`src/rtl/cluster_pkg.sv`:
```
// Shared types and constants for the cluster collector: slot layout, the
// invalid-slot encoding and the collector FSM states.
package cluster_pkg;

    localparam int ADR_W     = 11;
    localparam int CNT_W     = 3;
    localparam int CLUSTER_W = ADR_W + CNT_W;

    localparam logic [ADR_W-1:0] INVALID_ADR = 11'h7FF;

    typedef struct packed {
        logic [ADR_W-1:0] adr;
        logic [CNT_W-1:0] cnt;
    } cluster_t;

    localparam cluster_t INVALID_CLUSTER = '{adr: INVALID_ADR, cnt: 3'h0};

    typedef enum logic {
        IDLE    = 1'b0,
        COLLECT = 1'b1
    } state_t;

endpackage

```
`src/rtl/sat_counter.sv`:
```
// Saturating up-counter: increments on inc and holds once it reaches all-ones.
module sat_counter #(
    parameter int WIDTH = 8
) (
    input  logic             clock,
    input  logic             reset_n,
    input  logic             inc,
    output logic [WIDTH-1:0] count
);

    logic [WIDTH-1:0] count_q;

    always_ff @(posedge clock or negedge reset_n) begin
        if (!reset_n) begin
            count_q <= '0;
        end else if (inc && (count_q != {WIDTH{1'b1}})) begin
            count_q <= count_q + WIDTH'(1);
        end
    end

    assign count = count_q;

endmodule

```
`src/rtl/cluster_collector.sv`:
```
// Gathers per-pass encoder results into one cluster frame per bunch crossing
// and hands it out over valid/ready. Optional CLUSTER_EARLY_DONE_EN ends a frame
// at the first empty pass and silently drains the rest of that crossing.
module cluster_collector
    import cluster_pkg::*;
#(
    parameter int MXCLUSTERS = 8,
    parameter int MXADRBITS  = 11,
    parameter int MXCNTBITS  = 3,
    parameter int ERRBITS    = 8
) (
    input  logic                            clock,
    input  logic                            reset_n,
    input  logic                            cluster_valid,
    input  logic                            cluster_found,
    input  logic [MXADRBITS-1:0]            adr,
    input  logic [MXCNTBITS-1:0]            cnt,
    input  logic [2:0]                      pass_in,
    input  logic                            frame_ready,
    output logic                            frame_valid,
    output logic [MXCLUSTERS*CLUSTER_W-1:0] frame_data,
    output logic [3:0]                      frame_nclusters,
    output logic [ERRBITS-1:0]              overflow_cnt,
    output logic [ERRBITS-1:0]              seq_err_cnt
);

    localparam logic [2:0] LAST_PASS = 3'(MXCLUSTERS - 1);

    state_t   state_q, state_d;
    logic [2:0] exp_q, exp_d;
    logic [3:0] nclus_q, nclus_d;
    cluster_t buf_q [MXCLUSTERS];
    cluster_t buf_d [MXCLUSTERS];

    logic [MXCLUSTERS*CLUSTER_W-1:0] frame_q, frame_d;
    logic [3:0] nout_q;
    logic       valid_q;

    cluster_t new_slot;
    logic do_start, do_append, early_done, drain_q;
    logic complete, seq_inc, ovf_inc, transfer;

`ifdef CLUSTER_EARLY_DONE_EN
    assign early_done = !cluster_found;

    // Set when a frame ends early so the tail of that crossing is swallowed.
    always_ff @(posedge clock or negedge reset_n) begin
        if (!reset_n) begin
            drain_q <= 1'b0;
        end else if (complete && early_done) begin
            drain_q <= 1'b1;
        end else if (do_start) begin
            drain_q <= 1'b0;
        end
    end
`else
    assign early_done = 1'b0;
    assign drain_q    = 1'b0;
`endif

    // exp_q is never 0 while collecting, so a pass-0 result always (re)starts.
    assign do_start  = cluster_valid && (pass_in == 3'd0);
    assign do_append = cluster_valid && (state_q == COLLECT) && (pass_in == exp_q);
    assign seq_inc   = cluster_valid &&
                       (((state_q == COLLECT) && (pass_in != exp_q)) ||
                        ((state_q == IDLE) && (pass_in != 3'd0) && !drain_q));
    assign complete  = (do_start && ((MXCLUSTERS == 1) || early_done)) ||
                       (do_append && ((pass_in == LAST_PASS) || early_done));

    always_comb begin
        new_slot = INVALID_CLUSTER;
        if (cluster_found) begin
            new_slot.adr = adr;
            new_slot.cnt = cnt;
        end
    end

    always_comb begin
        state_d = state_q;
        exp_d   = exp_q;
        nclus_d = nclus_q;
        for (int i = 0; i < MXCLUSTERS; i++) begin
            buf_d[i] = buf_q[i];
        end
        if (do_start) begin
            for (int i = 0; i < MXCLUSTERS; i++) begin
                buf_d[i] = INVALID_CLUSTER;
            end
            buf_d[0] = new_slot;
            nclus_d  = {3'b000, cluster_found};
            exp_d    = 3'd1;
            state_d  = COLLECT;
        end else if (do_append) begin
            for (int i = 0; i < MXCLUSTERS; i++) begin
                if (3'(i) == pass_in) begin
                    buf_d[i] = new_slot;
                end
            end
            nclus_d = nclus_q + {3'b000, cluster_found};
            exp_d   = exp_q + 3'd1;
        end else if (cluster_valid && (state_q == COLLECT)) begin
            state_d = IDLE;
            exp_d   = 3'd0;
        end
        if (complete) begin
            state_d = IDLE;
            exp_d   = 3'd0;
        end
    end

    for (genvar gi = 0; gi < MXCLUSTERS; gi++) begin : g_pack
        assign frame_d[gi*CLUSTER_W +: CLUSTER_W] = buf_d[gi];
    end

    always_ff @(posedge clock or negedge reset_n) begin
        if (!reset_n) begin
            state_q <= IDLE;
            exp_q   <= 3'd0;
            nclus_q <= 4'd0;
            for (int i = 0; i < MXCLUSTERS; i++) begin
                buf_q[i] <= INVALID_CLUSTER;
            end
        end else begin
            state_q <= state_d;
            exp_q   <= exp_d;
            nclus_q <= nclus_d;
            for (int i = 0; i < MXCLUSTERS; i++) begin
                buf_q[i] <= buf_d[i];
            end
        end
    end

    assign transfer = valid_q && frame_ready;
    assign ovf_inc  = complete && valid_q && !frame_ready;

    // A held frame is never overwritten; a completion racing a transfer wins the slot.
    always_ff @(posedge clock or negedge reset_n) begin
        if (!reset_n) begin
            valid_q <= 1'b0;
            frame_q <= {MXCLUSTERS{INVALID_CLUSTER}};
            nout_q  <= 4'd0;
        end else if (complete && !ovf_inc) begin
            valid_q <= 1'b1;
            frame_q <= frame_d;
            nout_q  <= nclus_d;
        end else if (transfer) begin
            valid_q <= 1'b0;
        end
    end

    assign frame_valid     = valid_q;
    assign frame_data      = frame_q;
    assign frame_nclusters = nout_q;

    sat_counter #(.WIDTH(ERRBITS)) u_overflow_cnt (
        .clock   (clock),
        .reset_n (reset_n),
        .inc     (ovf_inc),
        .count   (overflow_cnt)
    );

    sat_counter #(.WIDTH(ERRBITS)) u_seq_err_cnt (
        .clock   (clock),
        .reset_n (reset_n),
        .inc     (seq_inc),
        .count   (seq_err_cnt)
    );

endmodule

```
`config.mk`:
```
export PLATFORM = sky130hd
export DESIGN_NAME = cluster_collector
export DESIGN_NICKNAME = d
export VERILOG_FILES = /design/src/rtl/cluster_pkg.sv /design/src/rtl/sat_counter.sv /design/src/rtl/cluster_collector.sv
export SDC_FILE = /design/constraint.sdc
export NUM_CORES = 1
export LEC_CHECK = 0
export CORE_MARGIN = 2
export CORE_UTILIZATION = 54
export CTS_BUF_LIST = sky130_fd_sc_hd__clkbuf_16
export CTS_CLUSTER_SIZE = 24
export DETAILED_ROUTE_END_ITERATION = 10
export HOLD_SLACK_MARGIN = 0.12
export PLACE_DENSITY_LB_ADDON = 0.2
export SYNTH_ARGS = -nofsm -noshare
export SYNTH_HDL_FRONTEND = slang
export SYNTH_SLANG_ARGS = --single-unit
export TNS_END_PERCENT = 10
```
`constraint.sdc`:
```
create_clock -name clock -period 2.4 [get_ports clock]
set_input_delay 0.24 -clock clock [delete_from_list [all_inputs] [get_ports clock]]
set_output_delay 0.24 -clock clock [all_outputs]
set_load 0.01 [all_outputs]
```
==> results of run 1 <==
==> final cells by class <==
class,instances,area (sq um)
Clock inverter,17,139
Multi-Input combinational cell,500,3480
Timing Repair Buffer,222,2180
Fill cell,1295,5150
Clock buffer,25,626
Sequential cell,239,6190
Tap cell,229,287
Inverter,9,33.8
==> repair_timing <==
action | 4_1_cts | 5_1_grt
resized for setup | 0 | 0
endpoints found under the hold margin | 71 | 0
hold buffers | 1 | 0
==> state kept, by name, indices dropped and copies added, names as in the netlist <==
register,flops
frame_valid,1
exp_q,3
frame_nclusters,4
frame_data,112
buf_q,98
nclus_q,4
state_q,1
u_overflow_cnt.count,8
u_seq_err_cnt.count,8
==> metal layers <==
metal	share of wire (%)	up-vias	GRT usage (%)
met2	47	263	39.7
met5	0.056	-	0
met4	2.9	2	8.08
met3	6.7	48	4.72
met1	44	3684	37.1
li1	-	3325	-
==> per-stage QoR <==
step	instance area (sq um)	TNS (ns)	util [%]	worst slack, ns
final	12900	0	71.5	0.172
after global routing	12900	0	71.5	0.0527
after CTS	12900	0	71.5	0.157
after detailed placement	12200	-0.952	67.3	-0.104
after global placement	12200	-0.208	67.3	-0.0359
after floorplan	10000	0	-	0.281
==> worst max-delay path, delay by kind of cell (launching register included) <==
family,cells,cell delay (ns)
compound gates,1,0.37
flops,1,0.42
buf+inv,2,0.40
xor+xnor,1,0.18
simple gates,1,0.72
==> cells by family after synthesis <==
kind of cell    synth area share, %
simple gates                   7.87
fa+ha+maj                     0.625
mux                            9.22
xor+xnor                       1.66
buf+inv                        3.53
flops                          61.8
compound gates                 15.3
==> cells in the final DEF (no fill, tap or decap), types with 8 or more instances in the layout <==
master,netlist,routed
dfstp_2,165,165
clkdlybuf4s50_1,0,153
o21ai_0,133,133
mux2_2,75,75
dfrtp_1,74,74
buf_4,2,57
a21oi_1,36,36
nand2_1,35,34
o311ai_0,33,33
nand3_1,26,26
clkbuf_16,0,25
nor2b_1,15,15
nand2b_1,14,14
nor3_1,14,14
xor2_1,11,11
o22a_1,11,11
a2bb2oi_1,11,11
inv_1,9,10
buf_12,0,10
xnor2_1,8,8
clkinv_1,0,8
==> power groups by stage <==
| stage | combinational [mW] | clock, mW | sequential, mW |
|---|---|---|---|
| finish | 1.07 | 3.65 | 4.64 |
| global route | 1.16 | 3.87 | 4.68 |
| CTS | 1.08 | 3.70 | 4.64 |
| detailed placement | 1.07 | 0 | 4.70 |
| global placement | 1.04 | 0 | 4.69 |
| floorplan | 0.421 | 0 | 4.72 |
==> how the worst max path moves through the flow <==
stage                           from       endpoint  slack [ns]  depth (start not counted)
after detailed placement  pass_in[2]      buf_q[31]       -0.10                          6
after floorplan             exp_q[2]  frame_data[2]        0.28                          6
after global placement    pass_in[2]  frame_data[2]       -0.04                          6
after global routing        exp_q[2]      buf_q[62]        0.05                          5
final                       exp_q[2]      buf_q[62]        0.17                          5
after CTS                   exp_q[2]      buf_q[31]        0.16                          5
==> results.md, run 1 <==
* Status: finished with violations
* Failing checks: design-rule violations
* Setup Fix Bufs, Post-CTS at 0
* Synthesized Nets at around 850
* Share of layout cells above drive strength 1 at a little over a third
* Ys async rst share at 100%
* Total power at 9.35 mW
* Hpwl dp at 16900 um
* Final nets at roughly 1000
* CP cell instances: xor2_1 > or4_2 > buf_4 > buf_12 > o311ai_0
* Worst R2R Path Depth at 5
* Post-Route Skew at 0.00922 ns
* R2R Path End: buf_q[62]
* CTS max path bufs at 3
* Syn Area/Cell at 12.2 sq um
* GRT Overall Usage at 25.6%
* Mapped Area at 10000 sq um
* Vias in the first global route at 7174
* Worst slew pin tran at ~0.58 ns
* Clock Tree Root: clkbuf_16
* Post-DR wirelength/cell at 20.0 um
* Syn Inst Count at 822
* Dominant cell type by area after synthesis: dfstp_2
* DR iter-0 viols at 479
* Max incr delay on CP at 0.72 ns
* I/O pin cnt at around 160
* Vias per inst at 5.90
* Max Cap Viol at 0
* DIE AREA at 19600 sq um
* First-pass GRT wire length at approximately 40000 um
* Number of remaining DRC errors at 6
* Fin crit share at 92.8%
* RR Startpoint: exp_q[2]
* Area of the core at approximately 18000 sq um
* Port bufs at 154
* Top cells by count, synth: 165 x dfstp_2, 133 x o21ai_0, 75 x mux2_2, 74 x dfrtp_1, 53 x clkbuf_1
* Placed Instances at 1198
* Seq cells post-synth at about 240
* CP max-delay cell: or4_2
* CP required at between 2 and 3 ns
* Pwr dens at 723 nW/um^2
* Routed wire length at 24900 um
* Worst min-delay path category: in2async
* Pint at 7.09 mW
* RSZ-0062 raised after global routing: no
* Post-synth EDFFs at 0
* Sequential share of the synthesized area at 61.8%
* Worst skew pair latency at 0.51 ns
* Sink Count at 239
* Post-synth top area share at 43.3%
* Clk pwr share at 39.0%
* R2R Setup Slk at 0.17 ns
* Sequential power share at around 50%
* Critical Path AT at 2.62 ns
* Inserted Diodes at 0
* First-pass iteration count of the detailed router at 10
* Hold WS at 0.299 ns
* Final std cells w/o fill at 1241
* Comb pwr share at between 10% and 20%
* H-tree levels at 1
* Peak supply drop at 0.485 mV
* Clock buffer count from CTS at 24
* Count leader, synth: dfstp_2
* Relative slew slack at roughly three fifths
* Pleak at around 5.3 nW
* Final setup fails at 0
* Die height at 140 um
* Die width at around 140 um
* Crit path launch type: register
* Critical Path Fanout Max at 28
* FP Rows at approximately 50
* P&R area growth vs syn at 29.3%
* Max Slew Vio Count at 0
* Post-synthesis cell type count at 53
* Synth Warn # at 0
* FMAX at approximately 0.45 GHz
* CTS tree: built
* Initial Util at 55.3%
* GPL Wtd Cong at 0.880
* Routed vias at 7322
* Antenna violations before repair at 1
* Hold Vio Cnt, Final at 0
* Routed Antenna Nets at 0
* Pin count of the biggest net entering global routing at 76
* Final min period at 2.23 ns
* Reg clk slew, reported paths at 0.06 ns
* Sw Share at roughly a quarter
* Total gr overflow at 0
* Main synth FF type: dfstp_2
* Sw power at 2.26 mW
* Synth area leaders: dfstp_2 43%, dfrtp_1 19%, mux2_2 8.4%, o21ai_0 6.7%, o311ai_0 2.9%
* Type of the worst setup path: reg2reg
* Worst setup EP type: register
Power figures use the tool's default switching activity.
==> run 2: changes to the inputs <==
- RECOVER_POWER: default -> 50
- SLEW_MARGIN: default -> 20
==> run 2 against run 1 <==
The run still ends with design-rule violations left. Die area unchanged. Worst setup slack got worse by 0.0010 ns. Clock-buffer cell count is the same. Cell count stayed put. Routed wire length increased by 0.34%. Global-route usage unchanged. Sequential share of layout area increased by 0.23 points. Register-to-register slack is essentially flat. Non-clock buffer count did not move. Design area decreased by 0.48%.
==> results.md, run 2 (same netlist as run 1, synthesis figures left out) <==
* Die height at 140 um (unchanged)
* Post-Route Skew at 0.00984 ns (was 0.00922 ns)
* CP required at 2.79 ns (about the same)
* Total gr overflow at 0 (unchanged)
* RSZ-0062 raised after global routing: no (unchanged)
* GPL Wtd Cong at 0.880 (unchanged)
* Routed vias at 7302 (was 7322)
* Most frequent cells in the layout: 165 x dfstp_2, 133 x o21ai_0, 102 x clkdlybuf4s50_1 (was 165 x dfstp_2, 153 x clkdlybuf4s50_1, 133 x o21ai_0)
* Sw power at 2.26 mW (about the same)
* Final setup fails at 0 (unchanged)
* Clk pwr share at 39.2% (was 39.0%)
* Post-cts repair resize count at 0 (unchanged)
* GRT Overall Usage at 25.6% (unchanged)
* DR iter-0 viols at 451 (was 479)
* Core Util, Final at 71.2% (was 71.5%)
* Antenna violations before repair at 1 (unchanged)
* Largest register FFs at 112 (unchanged)
* First-pass GRT wire length at 39900 um (unchanged)
* Type of the worst setup path: reg2reg (unchanged)
* CTS max path bufs at 3 (unchanged)
* Max Cap Viol at 0 (unchanged)
* Sequential power share at 49.8% (was 49.6%)
* Setup Fix Bufs, Post-CTS at 0 (unchanged)
* Routed wire length at 24900 um (about the same)
* Hold Vio Cnt, Final at 0 (unchanged)
* Port bufs at 154 (unchanged)
* Final nets at 1023 (unchanged)
* Pin count of the biggest net entering global routing at 76 (unchanged)
* Initial Util at 55.3% (unchanged)
* Pint at 7.05 mW (was 7.09 mW)
* Inserted Diodes at 0 (unchanged)
* FMAX at 0.449 GHz (about the same)
* Critical Path Fanout Max at 28 (unchanged)
* Area of the core at 18100 sq um (unchanged)
* Sink Count at 239 (unchanged)
* Routed Antenna Nets at 0 (unchanged)
* Sw Share at 24.3% (was 24.2%)
* Peak supply drop at 0.485 mV (about the same)
* Clock Tree Root: clkbuf_16 (unchanged)
* Status: finished with violations (unchanged)
* Critical Path AT at 2.62 ns (about the same)
* Hold_buf cts at 1 (unchanged)
* Post-route setup slack at 0.171 ns (was 0.172 ns)
* Final min period at 2.23 ns (about the same)
* CTS tree: built (unchanged)
* H-tree levels at 1 (unchanged)
* Vias in the first global route at 7174 (unchanged)
* Fin crit share at 92.9% (was 92.8%)
* Worst slack, placed at -0.104 ns (unchanged)
* I/O pin cnt at 155 (unchanged)
* Reg clk slew, reported paths at 0.06 ns (about the same)
* Pwr dens at 724 nW/um^2 (was 723 nW/um^2)
* Crit path launch type: register (unchanged)
* Worst setup EP type: register (unchanged)
* P&R area growth vs syn at 28.7% (was 29.3%)
* Worst skew pair latency at 0.52 ns (was 0.51 ns)
* Vias per inst at 5.88 (was 5.90)
* Die width at 140 um (unchanged)
* Number of remaining DRC errors at 6 (unchanged)
* Comb pwr share at 11.0% (was 11.4%)
* FP Rows at 49 (unchanged)
* Failing checks: design-rule violations (unchanged)
* Worst slew pin tran at 1.23 ns (was 0.580 ns)
* Clock buffer count from CTS at 24 (unchanged)
* Worst min-delay path category: in2async (unchanged)
* DIE AREA at 19600 sq um (unchanged)
* Commonest non-fill, non-tap cell in the layout: dfstp_2 (unchanged)
* Hpwl dp at 16900 um (unchanged)
* Relative slew slack at 17.8% (was 61.4%)
* Share of layout cells above drive strength 1 at 34.7% (was 35.1%)
* First-pass iteration count of the detailed router at 8 (was 10)
* Max Slew Vio Count at 0 (unchanged)
* Post-DR wirelength/cell at 20.1 um (was 20.0 um)
* Total power at 9.32 mW (was 9.35 mW)
* Pleak at 5.42 nW (was 5.28 nW)
-- run 2: cell count changes in the layout (fill, tap and decap cells not counted) --
cell	previous run	this run
buf_4	57	54
clkdlybuf4s50_1	153	102
clkbuf_1	0	3
nor4_1	2	3
nor4_2	3	2
dlygate4sd3_1	1	52
clkbuf_2	0	3
buf_12	10	7
-- run 2: through the flow --
stage               area (sq um)  hold slack [ns]  instances  TNS, ns
finish                     12900            0.275       1241        0
global route               12900            0.340       1241        0
CTS                        12900            0.325       1241        0
detailed placement         12200            0.263       1198   -0.952
global placement           12200            0.261       1198   -0.208
floorplan                  10000          -0.0556        822        0
-- run 2: worst paths after layout --
kind	from	endpoint	slack [ns]	cells past startpoint
setup / recovery	exp_q[2]	buf_q[62]	0.17	5
hold / removal	reset_n	u_overflow_cnt.count[6]	0.28	2
setup reg to reg	exp_q[2]	buf_q[62]	0.17	5
hold reg to reg	u_seq_err_cnt.count[5]	u_seq_err_cnt.count[5]	0.49	1
max in group asynchronous	reset_n	frame_data[44]	0.49	3
min in group clock	cnt[1]	frame_data[99]	0.36	3
-- run 2: critical path, cell delays in order (launching register included) --
cell and delay [ns]:
dfrtp_1 0.42, xor2_1 0.18, or4_2 0.72, buf_4 0.23, buf_12 0.17, o311ai_0 0.37
-- run 2: area by class of cell --
cell class                 instances  area, sq um
inverter                           9         33.8
clock inverter                    17          139
clock buffer                      25          626
fill                            1307         5210
timing repair buffer             222         2130
tap                              229          287
sequential                       239         6190
multi-input combinational        500         3470
-- run 2: layer usage --
layer / GRT usage, % / vias up / part of all wire (%)
met1: 37.1 / 3683 / 44
met3: 4.72 / 41 / 6.6
met2: 39.7 / 246 / 47
met4: 8.08 / 2 / 2.7
met5: 0 / - / 0.056
li1: - / 3330 / -
-- run 2: power groups by stage --
stage               Combinational, mW  Sequential (mW)  Clock, mW
finish                           1.03             4.64       3.65
global route                     1.13             4.68       3.87
CTS                              1.08             4.64       3.70
detailed placement               1.07             4.70          0
global placement                 1.04             4.69          0
floorplan                       0.421             4.72          0
